<file path="src/rtl/dmem_arb_pkg.sv">
// ---------------------------------------------------------------------------
// dmem_arb_pkg
// Shared definitions for the two-port data-memory arbiter:
//   - sequencer state encoding (IDLE -> ACCESS -> RESP)
//   - RISC-V load/store funct3 codes understood by data_mem
//   - requester port identifiers
//   - round-robin winner selection helper
// ---------------------------------------------------------------------------
package dmem_arb_pkg;

    // Sequencer states, kept as plain constants for legacy tool flows.
    localparam logic [1:0] ST_IDLE   = 2'd0;
    localparam logic [1:0] ST_ACCESS = 2'd1;
    localparam logic [1:0] ST_RESP   = 2'd2;

    // funct3 access-size codes.
    localparam logic [2:0] F3_B  = 3'b000;
    localparam logic [2:0] F3_H  = 3'b001;
    localparam logic [2:0] F3_W  = 3'b010;
    localparam logic [2:0] F3_BU = 3'b100;
    localparam logic [2:0] F3_HU = 3'b101;

    // Requester identifiers (index into the per-port vectors).
    localparam logic PORT_CORE = 1'b0;
    localparam logic PORT_DBG  = 1'b1;

    // Round-robin pick: a lone requester wins outright; on a tie the port
    // that was not granted last time wins. Only meaningful when req != 0.
    function automatic logic rr_pick(input logic [1:0] req, input logic last_gnt);
        logic winner;
        if (req == 2'b11) begin
            winner = ~last_gnt;
        end else begin
            winner = req[1];
        end
        return winner;
    endfunction

endpackage

</file>
<file path="src/rtl/dmem_arbiter_if.sv">
// ---------------------------------------------------------------------------
// dmem_arbiter_if
// Requester-side bus of the data-memory arbiter. Both ports share one
// bundle; port i occupies bit i / slice i of every vector.
//   req    [1:0]            request, held until ack
//   we     [1:0]            1 = store, 0 = load
//   funct3 [5:0]            port i at [3i+2:3i]
//   addr   [2*ADDR_WIDTH]   byte address, port i at slice i
//   wdata  [2*DATA_WIDTH]   right-aligned store data, port i at slice i
//   ack    [1:0]            pulse: request accepted, inputs captured
//   done   [1:0]            pulse: access completed
//   err                     valid with done, 1 = access rejected
//   rdata  [DATA_WIDTH]     load result, valid with done
// master = requesters, slave = arbiter.
// ---------------------------------------------------------------------------
interface dmem_arbiter_if #(
    parameter int DATA_WIDTH = 32,
    parameter int ADDR_WIDTH = 32
);
    logic [1:0]              req;
    logic [1:0]              we;
    logic [5:0]              funct3;
    logic [2*ADDR_WIDTH-1:0] addr;
    logic [2*DATA_WIDTH-1:0] wdata;
    logic [1:0]              ack;
    logic [1:0]              done;
    logic                    err;
    logic [DATA_WIDTH-1:0]   rdata;

    modport master (
        output req, we, funct3, addr, wdata,
        input  ack, done, err, rdata
    );

    modport slave (
        input  req, we, funct3, addr, wdata,
        output ack, done, err, rdata
    );
endinterface

</file>
<file path="src/rtl/dmem_align_check.sv">
// ---------------------------------------------------------------------------
// dmem_align_check
// Combinational legality check for a single data-memory access. Rejects
// funct3 codes data_mem does not implement for the given direction and
// halfword/word accesses that are not naturally aligned.
//   we_i       1 = store, 0 = load
//   funct3_i   RISC-V funct3 of the access
//   addr_i     low two bits of the byte address
//   legal_o    1 = access may be issued to memory
// ---------------------------------------------------------------------------
module dmem_align_check
    import dmem_arb_pkg::*;
(
    input  logic       we_i,
    input  logic [2:0] funct3_i,
    input  logic [1:0] addr_i,
    output logic       legal_o
);

    // Legality decode; unsigned variants exist for loads only.
    always_comb begin
        legal_o = 1'b0;
        case (funct3_i)
            F3_B:    legal_o = 1'b1;
            F3_H:    legal_o = ~addr_i[0];
            F3_W:    legal_o = (addr_i == 2'b00);
            F3_BU:   legal_o = ~we_i;
            F3_HU:   legal_o = ~we_i & ~addr_i[0];
            default: legal_o = 1'b0;
        endcase
    end

endmodule

</file>
<file path="src/rtl/dmem_arbiter.sv">
// ---------------------------------------------------------------------------
// dmem_arbiter
// Two-port round-robin arbiter and sequencer in front of data_mem.
// Port 0 is the core LSU, port 1 the debug/program-loader port. One access
// is in flight at a time: IDLE (grant + capture) -> ACCESS (drive memory)
// -> RESP (done/err pulse), i.e. one access every three cycles.
// Misaligned or unsupported accesses never reach memory; they complete
// with err=1 (loads return 0, stores leave memory untouched).
//
// Ports
//   clk_i          system clock, all state on posedge
//   reset_i        synchronous active-high reset
//   arb_if         requester bus (slave side), see dmem_arbiter_if
//   mem_wr_en_o    data_mem write enable
//   mem_funct3_o   data_mem access size
//   mem_addr_o     data_mem byte address
//   mem_wr_data_o  data_mem write data
//   mem_rd_data_i  data_mem combinational read data
// ---------------------------------------------------------------------------
module dmem_arbiter
    import dmem_arb_pkg::*;
#(
    parameter int DATA_WIDTH = 32,
    parameter int ADDR_WIDTH = 32
) (
    input  logic                  clk_i,
    input  logic                  reset_i,
    dmem_arbiter_if.slave         arb_if,
    output logic                  mem_wr_en_o,
    output logic [2:0]            mem_funct3_o,
    output logic [ADDR_WIDTH-1:0] mem_addr_o,
    output logic [DATA_WIDTH-1:0] mem_wr_data_o,
    input  logic [DATA_WIDTH-1:0] mem_rd_data_i
);

    logic [1:0]            state_q;
    logic [1:0]            state_d;
    logic                  last_gnt_q;

    // Captured request, held stable for the whole access.
    logic                  cap_we_q;
    logic [2:0]            cap_funct3_q;
    logic [ADDR_WIDTH-1:0] cap_addr_q;
    logic [DATA_WIDTH-1:0] cap_wdata_q;
    logic                  cap_port_q;

    logic [DATA_WIDTH-1:0] rdata_q;
    logic [1:0]            done_q;
    logic                  err_q;

    logic                  gnt_valid_s;
    logic                  gnt_port_s;
    logic [1:0]            ack_s;
    logic                  legal_s;
    logic                  in_access_s;

    // Legality is judged on the captured request so it stays constant
    // through ACCESS and RESP.
    dmem_align_check u_align_check (
        .we_i     (cap_we_q),
        .funct3_i (cap_funct3_q),
        .addr_i   (cap_addr_q[1:0]),
        .legal_o  (legal_s)
    );

    // Grant decision; ack is combinational in the grant cycle and is
    // suppressed under reset because nothing gets captured then.
    always_comb begin
        gnt_valid_s = 1'b0;
        gnt_port_s  = PORT_CORE;
        ack_s       = 2'b00;
        if ((state_q == ST_IDLE) && (arb_if.req != 2'b00) && !reset_i) begin
            gnt_valid_s = 1'b1;
            gnt_port_s  = rr_pick(arb_if.req, last_gnt_q);
            ack_s       = (gnt_port_s == PORT_DBG) ? 2'b10 : 2'b01;
        end else begin
            gnt_valid_s = 1'b0;
            gnt_port_s  = PORT_CORE;
            ack_s       = 2'b00;
        end
    end

    // Sequencer next-state logic.
    always_comb begin
        state_d = ST_IDLE;
        case (state_q)
            ST_IDLE: begin
                if (gnt_valid_s) begin
                    state_d = ST_ACCESS;
                end else begin
                    state_d = ST_IDLE;
                end
            end
            ST_ACCESS: state_d = ST_RESP;
            ST_RESP:   state_d = ST_IDLE;
            default:   state_d = ST_IDLE;
        endcase
    end

    // Sequencer state, request capture, and response registers.
    always_ff @(posedge clk_i) begin
        if (reset_i) begin
            state_q      <= ST_IDLE;
            last_gnt_q   <= 1'b1;
            cap_we_q     <= 1'b0;
            cap_funct3_q <= 3'b000;
            cap_addr_q   <= '0;
            cap_wdata_q  <= '0;
            cap_port_q   <= 1'b0;
            rdata_q      <= '0;
            done_q       <= 2'b00;
            err_q        <= 1'b0;
        end else begin
            state_q <= state_d;

            if (gnt_valid_s) begin
                last_gnt_q   <= gnt_port_s;
                cap_port_q   <= gnt_port_s;
                cap_we_q     <= arb_if.we[gnt_port_s];
                cap_funct3_q <= arb_if.funct3[3*gnt_port_s +: 3];
                cap_addr_q   <= arb_if.addr[ADDR_WIDTH*gnt_port_s +: ADDR_WIDTH];
                cap_wdata_q  <= arb_if.wdata[DATA_WIDTH*gnt_port_s +: DATA_WIDTH];
            end

            // done/err are registered at the end of ACCESS so they are high
            // exactly during the RESP cycle.
            if (state_q == ST_ACCESS) begin
                done_q <= (cap_port_q == PORT_DBG) ? 2'b10 : 2'b01;
                err_q  <= ~legal_s;
                // Stores leave rdata untouched; illegal loads return zero.
                if (!cap_we_q) begin
                    rdata_q <= legal_s ? mem_rd_data_i : '0;
                end
            end else begin
                done_q <= 2'b00;
                err_q  <= 1'b0;
            end
        end
    end

    assign in_access_s = (state_q == ST_ACCESS);

    // Write strobe is gated by reset so a reset in ACCESS commits nothing.
    assign mem_wr_en_o   = in_access_s & cap_we_q & legal_s & ~reset_i;
    assign mem_funct3_o  = cap_funct3_q;
    assign mem_addr_o    = cap_addr_q;
    assign mem_wr_data_o = cap_wdata_q;

    assign arb_if.ack   = ack_s;
    assign arb_if.done  = done_q;
    assign arb_if.err   = err_q;
    assign arb_if.rdata = rdata_q;

endmodule

</file>
<file path="src/flat_wrapper.sv">
// flat-port wrapper written by rule: the top's interface ports become plain ports
module dmem_arbiter_flat import dmem_arb_pkg::*;
#(
    parameter int DATA_WIDTH = 32,
    parameter int ADDR_WIDTH = 32
)
  (clk_i, reset_i, mem_wr_en_o, mem_funct3_o, mem_addr_o, mem_wr_data_o, mem_rd_data_i, arb_if_req, arb_if_we, arb_if_funct3, arb_if_addr, arb_if_wdata, arb_if_ack, arb_if_done, arb_if_err, arb_if_rdata);
  dmem_arbiter_if #(.DATA_WIDTH(DATA_WIDTH), .ADDR_WIDTH(ADDR_WIDTH)) arb_if_i ();
  input  logic clk_i;
  input  logic reset_i;
  output logic mem_wr_en_o;
  output logic [2:0] mem_funct3_o;
  output logic [ADDR_WIDTH-1:0] mem_addr_o;
  output logic [DATA_WIDTH-1:0] mem_wr_data_o;
  input  logic [DATA_WIDTH-1:0] mem_rd_data_i;
  input wire logic [$bits(arb_if_i.req)-1:0] arb_if_req;
  input wire logic [$bits(arb_if_i.we)-1:0] arb_if_we;
  input wire logic [$bits(arb_if_i.funct3)-1:0] arb_if_funct3;
  input wire logic [$bits(arb_if_i.addr)-1:0] arb_if_addr;
  input wire logic [$bits(arb_if_i.wdata)-1:0] arb_if_wdata;
  output wire logic [$bits(arb_if_i.ack)-1:0] arb_if_ack;
  output wire logic [$bits(arb_if_i.done)-1:0] arb_if_done;
  output wire logic [$bits(arb_if_i.err)-1:0] arb_if_err;
  output wire logic [$bits(arb_if_i.rdata)-1:0] arb_if_rdata;
  assign arb_if_i.req = arb_if_req;
  assign arb_if_i.we = arb_if_we;
  assign arb_if_i.funct3 = arb_if_funct3;
  assign arb_if_i.addr = arb_if_addr;
  assign arb_if_i.wdata = arb_if_wdata;
  assign arb_if_ack = arb_if_i.ack;
  assign arb_if_done = arb_if_i.done;
  assign arb_if_err = arb_if_i.err;
  assign arb_if_rdata = arb_if_i.rdata;
  dmem_arbiter #(.DATA_WIDTH(DATA_WIDTH), .ADDR_WIDTH(ADDR_WIDTH)) u_core (.clk_i(clk_i), .reset_i(reset_i), .arb_if(arb_if_i), .mem_wr_en_o(mem_wr_en_o), .mem_funct3_o(mem_funct3_o), .mem_addr_o(mem_addr_o), .mem_wr_data_o(mem_wr_data_o), .mem_rd_data_i(mem_rd_data_i));
endmodule
</file>
<file path="config.mk">
export PLATFORM = sky130hd
export DESIGN_NAME = dmem_arbiter_flat
export DESIGN_NICKNAME = d
export VERILOG_FILES = /design/src/rtl/dmem_arb_pkg.sv /design/src/rtl/dmem_arbiter_if.sv /design/src/rtl/dmem_align_check.sv /design/src/rtl/dmem_arbiter.sv /design/src/flat_wrapper.sv
export SDC_FILE = /design/constraint.sdc
export NUM_CORES = 1
export LEC_CHECK = 0
export CORE_AREA = 2 2 106 108
export DETAILED_ROUTE_END_ITERATION = 10
export DIE_AREA = 0 0 108 110
export DONT_BUFFER_PORTS = 1
export SLEW_MARGIN = 20
export SYNTH_ARGS = -nofsm -noshare
export SYNTH_HDL_FRONTEND = slang
export SYNTH_SLANG_ARGS = --single-unit
</file>
<file path="constraint.sdc">
create_clock -name clk_i -period 2.6 [get_ports clk_i]
set_clock_uncertainty 0.05 [all_clocks]
set_input_delay 0.52 -clock clk_i [delete_from_list [all_inputs] [get_ports clk_i]]
set_output_delay 0.52 -clock clk_i [all_outputs]
set_load 0.05 [all_outputs]
</file>
After elaboration in Yosys (flattened, before gate mapping)
Index checks and enable logic that the tools add are counted.

storage, ports and cells
  flip-flop bits (word level) = 107
  bits in latches = 0
  memory bits (writable) = 0
  ROM bits = 0
  output and inout port bits = 105
  word-level logic and storage cells = 53
  memories = 0

operators by class
  add/subtract/negate cells = 0
  multiply operators = 1
  div/mod/pow operators = 0
  magnitude comparators = 1
  equality and inequality tests = 6
  shift-type cells = 3
  multiplexer cells = 13
  bitwise operators = 10
  reductions and logical operators = 9

operator list
  kind                                                        count
  variable part select 64 x 7 -> 32 bit                       2
  2-to-1 mux 32 bit                                           1
  2-to-1 mux 1 bit                                            7
  equality test 3 bit, second input constant                  2
  2-to-1 mux 2 bit                                            3
  inverter 1 bit                                              6
  variable part select 6 x 4 -> 3 bit                         1
  case mux 1 bit (5 select lines)                             1
  AND 1 bit                                                   4
  logical NOT 2 bit                                           2
  case mux 2 bit (2 select lines)                             1
  equality test 3 x 1 -> 1 bit, second input constant         1
  equality test 3 x 2 -> 1 bit, second input constant         1
  logical NOT 3 bit                                           1
  multiplier 2 x 1 -> 3 bit, first input constant             1
  equality test 2 x 1 -> 1 bit, second input constant         1
  equality test 2 bit, second input constant                  1
  logical AND 1 bit                                           2
  less-than comparator 1 x 2 -> 1 bit, second input constant  1
  AND reduction 2 bit                                         1
  nonzero test 2 bit                                          1
  OR reduction 2 bit                                          1
  logical NOT 1 bit                                           1

Depth between registers and ports, before layout
Gate-level depths: netlist of the first run.

  depth in word-level cells = 7
  gate-level depth with buffers = 7
  mapped depth without buffers = 4

Modules after synthesis
Synthesis of the first run repeated with hierarchy kept, for this count alone.

second synthesis, totals
  cells, all modules = 563
  area, all modules = 4524.3 µm²

modules (own cells, without submodules)
  module            instances  cells each  area each (µm²)
  dmem_arbiter      1          561         4505.6
  dmem_align_check  1          2           18.8

Least setup slack after synthesis of the first run
Ideal clock, no wire load.

  kind = input to output
  start point = input port reset_i
  end point = output port arb_if_ack[1]
  arrival = 1524 ps
  data required time = 2030 ps
  path slack = 506 ps
  cell stages on the path = 6
  path buffers = 4
  cells stage by stage = buf_2 -> nor3_1 -> and3_1 -> buf_6 -> buf_2 -> buf_4

on the way
  cells in the longest elaborated chain, start to end = 3

ends and longest elaborated chain
  element            line                RTL
  from (decl)        flat_wrapper.sv:10  input logic reset_i;
  logical NOT 1 bit  dmem_arbiter.sv:72  if ((state_q == ST_IDLE) && (arb_if.req != 2'b00) && !reset_i) begin
  logical AND 1 bit  dmem_arbiter.sv:72
  2-to-1 mux 2 bit   dmem_arbiter.sv:72
  to (decl)          flat_wrapper.sv:21  output wire logic [$bits(arb_if_i.ack)-1:0] arb_if_ack;

No other way between the ends.

Final worst setup path of the first run
  start point = register u_core.state_q[0]
  end point = output port arb_if_ack[1]

on the way
  cells in the longest elaborated chain, start to end = 4

ends and longest elaborated chain
  element                          line                 RTL
  from (decl)                      dmem_arbiter.sv:36   logic [1:0] state_q;
  from (signal assigned)           dmem_arbiter.sv:114  state_q <= state_d;
  logical NOT 2 bit                dmem_arbiter.sv:72
  logical AND 1 bit (2 in series)  dmem_arbiter.sv:72
  2-to-1 mux 2 bit                 dmem_arbiter.sv:72

No other way between the ends.

==> impl_metrics.py, run 1 <==
metrics = {
    "outcome": {
        "status": "completed",
    },
    "die": {
        "die_area_um2": 11900,
        "start_util_pct": 35.9,
        "pin_count": 277,
        "fp-row-count": 38,
        "core_area_um2": 10700,
        "die_w_um": 108,
        "die_h_um": 110,
    },
    "yosys": {
        "postSynth.asyncResetShare_pct": 0,
        "synth_nets": 544,
        "synth-edff-count": 0,
        "ys_types": 25,
        "synth_seq_cells": 107,
        "synth_area_um2": 3840,
        "synthFlopType": "dfxtp_1",
        "synth.top_cells.by_area": "dfxtp_1 56%, a222oi_1 9.9%, nand2_1 5.8%",
        "yosysSeqAreaShare_pct": 55.8,
        "synthCells": 372,
        "yosysTopAreaCell": "dfxtp_1",
        "yosys_warnings": 0,
        "synth_common_cells": "107 x dfxtp_1, 59 x nand2_1, 43 x nor2_1, 38 x a222oi_1, 26 x a22oi_1",
        "synth_top_area_share_pct": 55.8,
        "synth.most_common_cell": "dfxtp_1",
        "synth.avg_cell_area_um2": 10.3,
    },
    "routing": {
        "wire_per_inst_um": 19.6,
        "routed_wl_um": 9880,
        "drc_errors": 0,
        "routed-via-count": 2967,
        "drtIter0Drc": 331,
        "drt-pass1-iter-count": 6,
        "vias_per_cell": 5.89,
        "postRouteAntennaNets": 0,
    },
    "timing": {
        "clock.fmax_ghz": 0.462,
        "timing.hold.ws_ns": 0.177,
        "setup_ws_ns": 0.437,
        "hold_viol": 0,
        "drv_slew": 0,
        "period_share_pct": 83.2,
        "worst_pin_slew_ns": 0.602,
        "finalSetupViolCount": 0,
        "rsz0062_at_grt": "no",
        "fin_setup_tns_ns": 0,
        "maxSlewHeadroom_pct": 59.9,
        "min_period_ns": 2.16,
    },
    "setup_path": {
        "cp_data_required_time_ns": 2.03,
        "crit_path_end_kind": "primary output",
        "ff2ff_path_depth": 5,
        "worstPathArrival_ns": 1.59,
        "path_max_fanout": 11,
        "critical_path_class": "reg -> out",
        "critPathLaunchType": "register",
    },
    "clock_tree": {
        "ctsResizeCount": 0,
        "cts_tree": "done",
        "cts_sinks": 107,
        "insertion_delay_ns": 0.35,
        "holdBufCountCts": 0,
        "cts_made_buffers": 9,
        "postCtsSetupRepairBufs": 0,
        "clkTransAtPathRegs_ns": 0.09,
        "cts_buffer_depth": 2,
        "htreeDepth": 3,
        "cts_root_buf": "clkbuf_8",
    },
    "global_routing": {
        "grt_max_degree": 44,
        "grt_overflow_total": 0,
        "grtUsageTotal_pct": 15.7,
        "grt_pass1_wl_um": 14600,
        "antenna_found_initial": 0,
        "grt_pass1_vias": 2869,
    },
    "hold_path": {
        "min_path_type": "in -> reg",
        "hold_depth": 1,
    },
    "power": {
        "ir_drop_mv": 0.316,
        "power_mw": 3.52,
        "p_leak_nw": 1.63,
        "p_per_area_nw_per_um2": 865,
    },
    "cells_and_area": {
        "multi_input_area_um2": 1450,
        "fillers": 1084,
        "nets": 531,
        "utilization_pct": 38.0,
        "fin_area_um2": 4060,
        "fin_cells": 504,
        "diodes": 0,
        "syn_to_final_growth_pct": 5.87,
        "drive_above_1_share_pct": 15.7,
        "regArea_um2": 2140,
    },
    "placement": {
        "place_area_um2": 3870,
        "dp_slack_ns": 0.412,
        "hpwl_um": 7200,
        "place_inst": 488,
        "gp_congestion": 0.754,
        "port_buffers": 0,
    },
    "flow_run": {
        "maxCapViolations": 0,
    },
}
==> final cells by class <==
| cell class | count | area share [%] |
|---|---|---|
| Inverter | 3 | 0.277 |
| Tap cell | 140 | 4.31 |
| Sequential cell | 107 | 52.7 |
| Clock buffer | 13 | 4.16 |
| Multi-Input combinational cell | 225 | 35.6 |
| Clock inverter | 3 | 0.524 |
| Timing Repair Buffer | 13 | 2.40 |
==> where the power goes <==
part	switching, mW	internal (mW)
Sequential	0.470	1.76
Clock	0.526	0.428
Combinational	0.198	0.133
==> cells by family (layout without fill, tap and decap cells) <==
kind of cell | after synthesis | after routing | share of synthesized area [%]
AO/OA/AOI/OAI | 113 | 113 | 25.7
flip-flops | 107 | 107 | 55.8
buffers and inverters | 40 | 32 | 6.75
AND/OR/NAND/NOR | 112 | 112 | 11.7
==> sequential cells by signal, indices dropped and copies added (netlist names) <==
register              flops
u_core.arb_if.rdata      32
u_core.mem_addr_o        32
u_core.mem_wr_data_o     32
u_core.mem_funct3_o       3
u_core.arb_if.done        2
u_core.state_q            2
u_core.arb_if.err         1
u_core.cap_port_q         1
u_core.cap_we_q           1
u_core.last_gnt_q         1
==> routing by layer <==
metal | track usage, % | vias to the layer above | part of all wire, % | wire length [um]
li1 | - | 1354 | - | -
met1 | 18.8 | 1387 | 40 | 3920
met2 | 24.9 | 211 | 46 | 4500
met3 | 6.17 | 15 | 13 | 1260
met4 | 7.51 | 0 | 2.0 | 195
met5 | 0 | - | 0 | 0
==> layout by cell type (no fill, tap or decap), drive strengths merged <==
| cell type | netlist | final |
|---|---|---|
| and3 | 4 | 4 |
| clkinvlp | 0 | 1 |
| clkbuf | 9 | 13 |
| nand2b | 1 | 1 |
| or2 | 1 | 1 |
| a221o | 1 | 1 |
| o21ai | 4 | 4 |
| dfxtp | 107 | 107 |
| clkinv | 0 | 2 |
| a22o | 32 | 32 |
| and4b | 1 | 1 |
| a222oi | 38 | 38 |
| nor3b | 1 | 1 |
| inv | 3 | 3 |
| and2 | 1 | 1 |
| a21oi | 10 | 10 |
| nor3 | 1 | 1 |
| a22oi | 26 | 26 |
| a21o | 1 | 1 |
| nand2 | 59 | 59 |
| nor2 | 43 | 43 |
| buf | 28 | 13 |
| o41ai | 1 | 1 |
==> worst paths after layout <==
| check | from | end | slack (ns) |
|---|---|---|---|
| max | u_core.state_q[0]$_SDFF_PP0_ | arb_if_ack[1] | 0.44 |
| min | reset_i | u_core.mem_addr_o[0]$_SDFFE_PP0P_ | 0.18 |
| max reg2reg | u_core.state_q[0]$_SDFF_PP0_ | u_core.mem_addr_o[6]$_SDFFE_PP0P_ | 0.51 |
| min reg2reg | u_core.cap_port_q$_SDFFE_PP0P_ | u_core.arb_if.done[0]$_SDFF_PP0_ | 0.41 |
==> critical path: stages (launching register included) <==
cell and delay, ns:
dfxtp_1 0.38, nor3_1 0.32, and3_2 0.54
(Power assumes the default switching activity.)
==> run 2, diff against run 1 <==
==> constraint.sdc (replaced) <==
create_clock -name clk_i -period 2 [get_ports clk_i]
set_clock_uncertainty 0.05 [all_clocks]
set_input_delay 0.4 -clock clk_i [delete_from_list [all_inputs] [get_ports clk_i]]
set_output_delay 0.4 -clock clk_i [all_outputs]
set_load 0.05 [all_outputs]
==> run 2 against run 1 <==
  * Flip-flop and latch count unchanged
  * Non-clock buffer count increased by 2
  * Sequential share of layout area decreased by 1.1 points
  * Largest cell class unchanged
  * Largest power group unchanged
==> impl_metrics.py, run 2 (synthesis results as in run 1) <==
metrics = {
    "outcome": {
        "status": "completed",
    },
    "placement": {
        "place_area_um2": 3920,
        "gp_congestion": 0.747,
        "dp_slack_ns": 0.362,
        "port_buffers": 0,
        "hpwl_um": 7260,
    },
    "setup_path": {
        "path_max_fanout": 3,
        "rr_endpoint": "u_core.arb_if.rdata[14]$_SDFFE_PP0P_",
        "crit_path_end_kind": "primary output",
        "rrSetupSlack_ns": 0.33,
        "ff2ff_path_depth": 5,
        "worstPathArrival_ns": 1.49,
        "critPathLaunchType": "register",
        "r2r-start": "u_core.mem_addr_o[0]$_SDFFE_PP0P_",
        "cp_data_required_time_ns": 1.55,
        "critical_path_class": "reg -> out",
    },
    "die": {
        "core_area_um2": 10700,
        "fp-row-count": 38,
        "die_w_um": 108,
        "die_area_um2": 11900,
        "pin_count": 277,
        "die_h_um": 110,
        "start_util_pct": 35.9,
    },
    "hold_path": {
        "hold_depth": 1,
        "min_path_type": "in -> reg",
        "hold_start": "reset_i",
        "worstHoldEndpoint": "u_core.cap_we_q$_SDFFE_PP0P_",
    },
    "routing": {
        "routed-via-count": 2996,
        "routed_wl_um": 10000,
        "postRouteAntennaNets": 0,
        "vias_per_cell": 5.93,
        "wire_per_inst_um": 19.9,
        "drt-pass1-iter-count": 7,
        "drtIter0Drc": 259,
        "drc_errors": 0,
    },
    "power": {
        "p_leak_nw": 1.66,
        "power_mw": 4.74,
        "ir_drop_mv": 0.393,
        "p_per_area_nw_per_um2": 1140,
    },
    "clock_tree": {
        "holdBufCountCts": 0,
        "cts_sinks": 107,
        "cts_buffer_depth": 2,
        "insertion_delay_ns": 0.35,
        "cts_root_buf": "clkbuf_8",
        "clkTransAtPathRegs_ns": 0.09,
        "cts_made_buffers": 9,
        "cts_tree": "done",
        "htreeDepth": 3,
        "postCtsSetupRepairBufs": 0,
    },
    "timing": {
        "finalSetupViolCount": 0,
        "period_share_pct": 97.1,
        "drv_slew": 0,
        "setup_ws_ns": 0.0571,
        "hold_viol": 0,
        "clock.fmax_ghz": 0.515,
        "min_period_ns": 1.94,
        "rsz0062_at_grt": "yes",
        "worst_pin_slew_ns": 0.558,
        "maxSlewHeadroom_pct": 62.7,
    },
    "cells_and_area": {
        "drive_above_1_share_pct": 16.2,
        "diodes": 0,
        "mostFrequentLayoutCells": "105 x dfxtp_1, 59 x nand2_1, 42 x nor2_1",
        "nets": 533,
        "fin_area_um2": 4150,
        "layout_commonest_cell": "dfxtp_1",
        "syn_to_final_growth_pct": 8.15,
    },
    "global_routing": {
        "grtUsageTotal_pct": 15.7,
        "antenna_found_initial": 0,
        "grt_overflow_total": 0,
        "grt_pass1_vias": 2854,
        "grt_max_degree": 45,
        "grt_pass1_wl_um": 14300,
    },
    "flow_run": {
        "maxCapViolations": 0,
    },
}
run 2: worst max path at each step:
stage	startpoint	to	slack (ns)
5_1_grt	u_core.mem_funct3_o[0]$_SDFFE_PP0P_	mem_wr_en_o	-0.02
2_1_floorplan	reset_i	arb_if_ack[1]	0.15
4_1_cts	u_core.mem_funct3_o[2]$_SDFFE_PP0P_	mem_wr_en_o	0.005
6_report	u_core.mem_addr_o[0]$_SDFFE_PP0P_	mem_wr_en_o	0.06
3_5_place_dp	u_core.mem_funct3_o[2]$_SDFFE_PP0P_	mem_wr_en_o	0.36
3_3_place_gp	u_core.mem_funct3_o[2]$_SDFFE_PP0P_	mem_wr_en_o	0.37
run 2: what timing repair did:
action	in CTS	in global routing
endpoints found under the setup margin	1	3
cloned	0	0
pin swaps	0	1
gates resized for setup	1	5
run 2: per-stage QoR:
| stage | setup TNS (ns) | hold WS [ns] | std cells | utilization (%) |
|---|---|---|---|---|
| 6_report | 0 | 0.0518 | 505 | 38.8 |
| 5_1_grt | -0.0228 | 0.00825 | 505 | 38.8 |
| 4_1_cts | 0 | 0.0217 | 505 | 38.7 |
| 3_5_place_dp | 0 | 0.379 | 490 | 36.7 |
| 3_3_place_gp | 0 | 0.378 | 490 | 36.7 |
| 2_1_floorplan | 0 | 0.357 | 372 | - |
run 2: critical path, stage by stage, from the launching register on:
cell and delay (ns):
dfxtp_1 0.36, a221o_1 0.34, o41ai_2 0.08, and3_4 0.36
run 2: layout make-up:
type | instances | area, um2
fillers | 1072 | 6550
clock inverters | 4 | 76.3
multi-input cells | 225 | 1460
clock buffers | 11 | 131
flip-flops and latches | 107 | 2140
repair buffers | 15 | 154
inverters | 3 | 11.3
well taps | 140 | 175
run 2: power breakdown:
group          leakage [nW]  switching, mW  internal, mW  total [mW]
Combinational         0.683          0.263         0.191       0.454
Sequential            0.876          0.612          2.29        2.90
Clock                0.0996          0.682         0.702        1.38
run 2: per-layer routing:
layer  routed length [um]  GRT usage [%]
met1                 3870           17.8
met2                 4720           25.3
met3                 1240           6.58
met4                  196           8.42
met5                    0              0
==> run 3, diff against run 2 <==
--- a/config.mk
+++ b/config.mk
@@ -5,9 +5,10 @@
 export SDC_FILE = /design/constraint.sdc
 export NUM_CORES = 1
 export LEC_CHECK = 0
-export CORE_AREA = 2 2 106 108
+export ABC_AREA = 1
+export CORE_AREA = 2 2 108 110
 export DETAILED_ROUTE_END_ITERATION = 10
-export DIE_AREA = 0 0 108 110
+export DIE_AREA = 0 0 110 112
 export DONT_BUFFER_PORTS = 1
 export SLEW_MARGIN = 20
 export SYNTH_ARGS = -nofsm -noshare
==> run 3 against run 2 <==
  * Global-route usage up 5.8 points
  * Total power rose by 17%
  * Setup slack improved by 0.089 ns
  * Synthesized cell count up 86%
  * Final cell count is 62% higher
  * Largest cell class is now multi-input combinational cells
  * Critical path type unchanged
  * Largest power group unchanged
  * Sequential share of layout area fell by 11 points
  * Flip-flop and latch count unchanged
  * Non-clock buffer count up 7
  * Cell area grew 27%
  * Wire length rose by 40%
==> impl_metrics.py, run 3 <==
metrics = {
    "power": {
        "p_per_area_nw_per_um2": 1050,
        "sw_frac_of_total_pct": 34.6,
        "ir_drop_mv": 0.457,
        "power_frac_seq_pct": 53.7,
        "p_switching_mw": 1.92,
        "p_comb_share_pct": 13.0,
        "internal_power_mw": 3.63,
        "power_frac_clock_pct": 33.3,
        "p_leak_nw": 2.63,
    },
    "routing": {
        "drtIter0Drc": 263,
        "vias_per_cell": 5.53,
        "routed_wl_um": 14000,
        "drc_errors": 0,
        "routed-via-count": 4524,
        "wire_per_inst_um": 17.1,
        "drt-pass1-iter-count": 5,
        "postRouteAntennaNets": 0,
    },
    "die": {
        "fp-row-count": 39,
        "core_area_um2": 11200,
        "die_area_um2": 12300,
        "pin_count": 277,
        "die_h_um": 112,
        "start_util_pct": 42.9,
        "die_w_um": 110,
    },
    "timing": {
        "rsz0062_at_grt": "no",
        "period_share_pct": 92.7,
        "timing.hold.ws_ns": 0.0668,
        "min_period_ns": 1.85,
        "drv_slew": 0,
        "finalSetupViolCount": 0,
        "worst_pin_slew_ns": 0.628,
        "clock.fmax_ghz": 0.539,
        "fin_setup_tns_ns": 0,
        "setup_ws_ns": 0.146,
        "hold_viol": 0,
        "maxSlewHeadroom_pct": 58.1,
    },
    "setup_path": {
        "rrSetupSlack_ns": 0.38,
        "ff2ff_path_depth": 8,
        "critPathLaunchType": "register",
        "path_max_fanout": 7,
        "critical_path_class": "reg -> out",
        "crit_path_end_kind": "primary output",
        "worstPathArrival_ns": 1.40,
        "r2r-start": "u_core.state_q[1]$_SDFF_PP0_",
        "rr_endpoint": "u_core.mem_wr_data_o[22]$_SDFFE_PP0P_",
        "cp_data_required_time_ns": 1.55,
    },
    "global_routing": {
        "antenna_found_initial": 0,
        "grt_pass1_wl_um": 20700,
        "grt_pass1_vias": 4069,
        "grt_max_degree": 92,
        "grtUsageTotal_pct": 21.5,
        "grt_overflow_total": 0,
    },
    "clock_tree": {
        "cts_sinks": 107,
        "cts_root_buf": "clkbuf_16",
        "clkTransAtPathRegs_ns": 0.07,
        "ctsResizeCount": 0,
        "holdBufCountCts": 0,
        "cts_buffer_depth": 2,
        "cts_made_buffers": 9,
        "insertion_delay_ns": 0.34,
        "postCtsSetupRepairBufs": 0,
        "htreeDepth": 3,
        "cts_tree": "done",
    },
    "placement": {
        "port_buffers": 0,
        "dp_slack_ns": 0.399,
        "gp_congestion": 0.766,
        "hpwl_um": 9920,
    },
    "yosys": {
        "synthFlopType": "dfxtp_1",
        "synth.top_cells.by_area": "dfxtp_1 45%, nand2_1 16%, nand3_1 9.6%",
        "yosysTopAreaCell": "dfxtp_1",
        "synth_common_cells": "200 x nand2_1, 107 x dfxtp_1, 92 x nand3_1, 72 x inv_1, 60 x nand4_1",
        "synthCells": 693,
        "synth.avg_cell_area_um2": 6.92,
        "synth_nets": 865,
        "synth-edff-count": 0,
        "ys_types": 21,
        "postSynth.asyncResetShare_pct": 0,
        "yosys_warnings": 0,
        "synth_seq_cells": 107,
        "synth_top_area_share_pct": 44.7,
        "synth_area_um2": 4800,
        "synth.most_common_cell": "nand2_1",
        "yosysSeqAreaShare_pct": 44.7,
    },
    "hold_path": {
        "hold_start": "reset_i",
        "min_path_type": "in -> reg",
        "worstHoldEndpoint": "u_core.mem_wr_data_o[14]$_SDFFE_PP0P_",
        "hold_depth": 1,
    },
    "flow_run": {
        "maxCapViolations": 0,
    },
    "outcome": {
        "status": "completed",
    },
    "cells_and_area": {
        "nets": 844,
        "drive_above_1_share_pct": 7.41,
        "diodes": 0,
        "syn_to_final_growth_pct": 9.96,
        "layout_commonest_cell": "nand2_1",
        "mostFrequentLayoutCells": "199 x nand2_1, 107 x dfxtp_1, 92 x nand3_1",
    },
}
[run 3: per-stage QoR]
| step | area (um2) | power, mW | util (%) | std cells |
|---|---|---|---|---|
| floorplan | 4800 | 3.54 | - | 693 |
| global placement | 4970 | 3.72 | 44.4 | 804 |
| detailed placement | 4970 | 3.74 | 44.4 | 804 |
| CTS | 5270 | 5.60 | 47.2 | 818 |
| global route | 5280 | 5.78 | 47.2 | 818 |
| finish | 5280 | 5.54 | 47.2 | 818 |
[run 3: kinds of logic (layout without fill, tap and decap cells)]
logic type	count (synthesis)	count (layout)	share of synthesized area [%]
simple gates	373	373	35.4
buf+inv	129	111	11.0
flops	107	107	44.7
compound gates	84	84	8.97
[run 3: worst max path at each step]
stage,start,to,slack [ns],cells past startpoint
2_1_floorplan,u_core.mem_funct3_o[1]$_SDFFE_PP0P_,mem_wr_en_o,0.05,4
3_3_place_gp,reset_i,mem_wr_en_o,0.45,4
3_5_place_dp,arb_if_req[0],u_core.mem_addr_o[4]$_SDFFE_PP0P_,0.40,9
4_1_cts,u_core.state_q[0]$_SDFF_PP0_,mem_wr_en_o,0.09,5
5_1_grt,u_core.state_q[1]$_SDFF_PP0_,arb_if_ack[1],0.07,4
6_report,u_core.state_q[1]$_SDFF_PP0_,arb_if_ack[1],0.15,4
[run 3: cell type report]
| type | count | area, um2 |
|---|---|---|
| fillers | 1149 | 5900 |
| flip-flops and latches | 107 | 2140 |
| clock buffers | 9 | 225 |
| clock inverters | 5 | 78.8 |
| repair buffers | 22 | 215 |
| well taps | 143 | 179 |
| inverters | 75 | 284 |
| multi-input cells | 457 | 2150 |
[run 3: layer usage]
metal,vias to the layer above,part of all wire (%),track usage [%]
li1,2222,-,-
met1,2076,38,24.5
met2,209,49,37.0
met3,17,11,7.61
met4,0,1.5,7.00
met5,-,0,0
[run 3: power groups by stage]
stage	Clock (mW)	Combinational (mW)	Sequential, mW
after floorplan	0	0.533	3.01
after detailed placement	0	0.724	3.02
after CTS	1.90	0.725	2.97
after global routing	1.97	0.821	2.99
after global placement	0	0.696	3.02
final	1.85	0.721	2.97
[run 3: critical path, cell delays in order (launching register included)]
cell and delay (ns):
dfxtp_1 0.37, nor2_2 0.13, nand3_2 0.17, nor2_4 0.14, buf_4 0.25
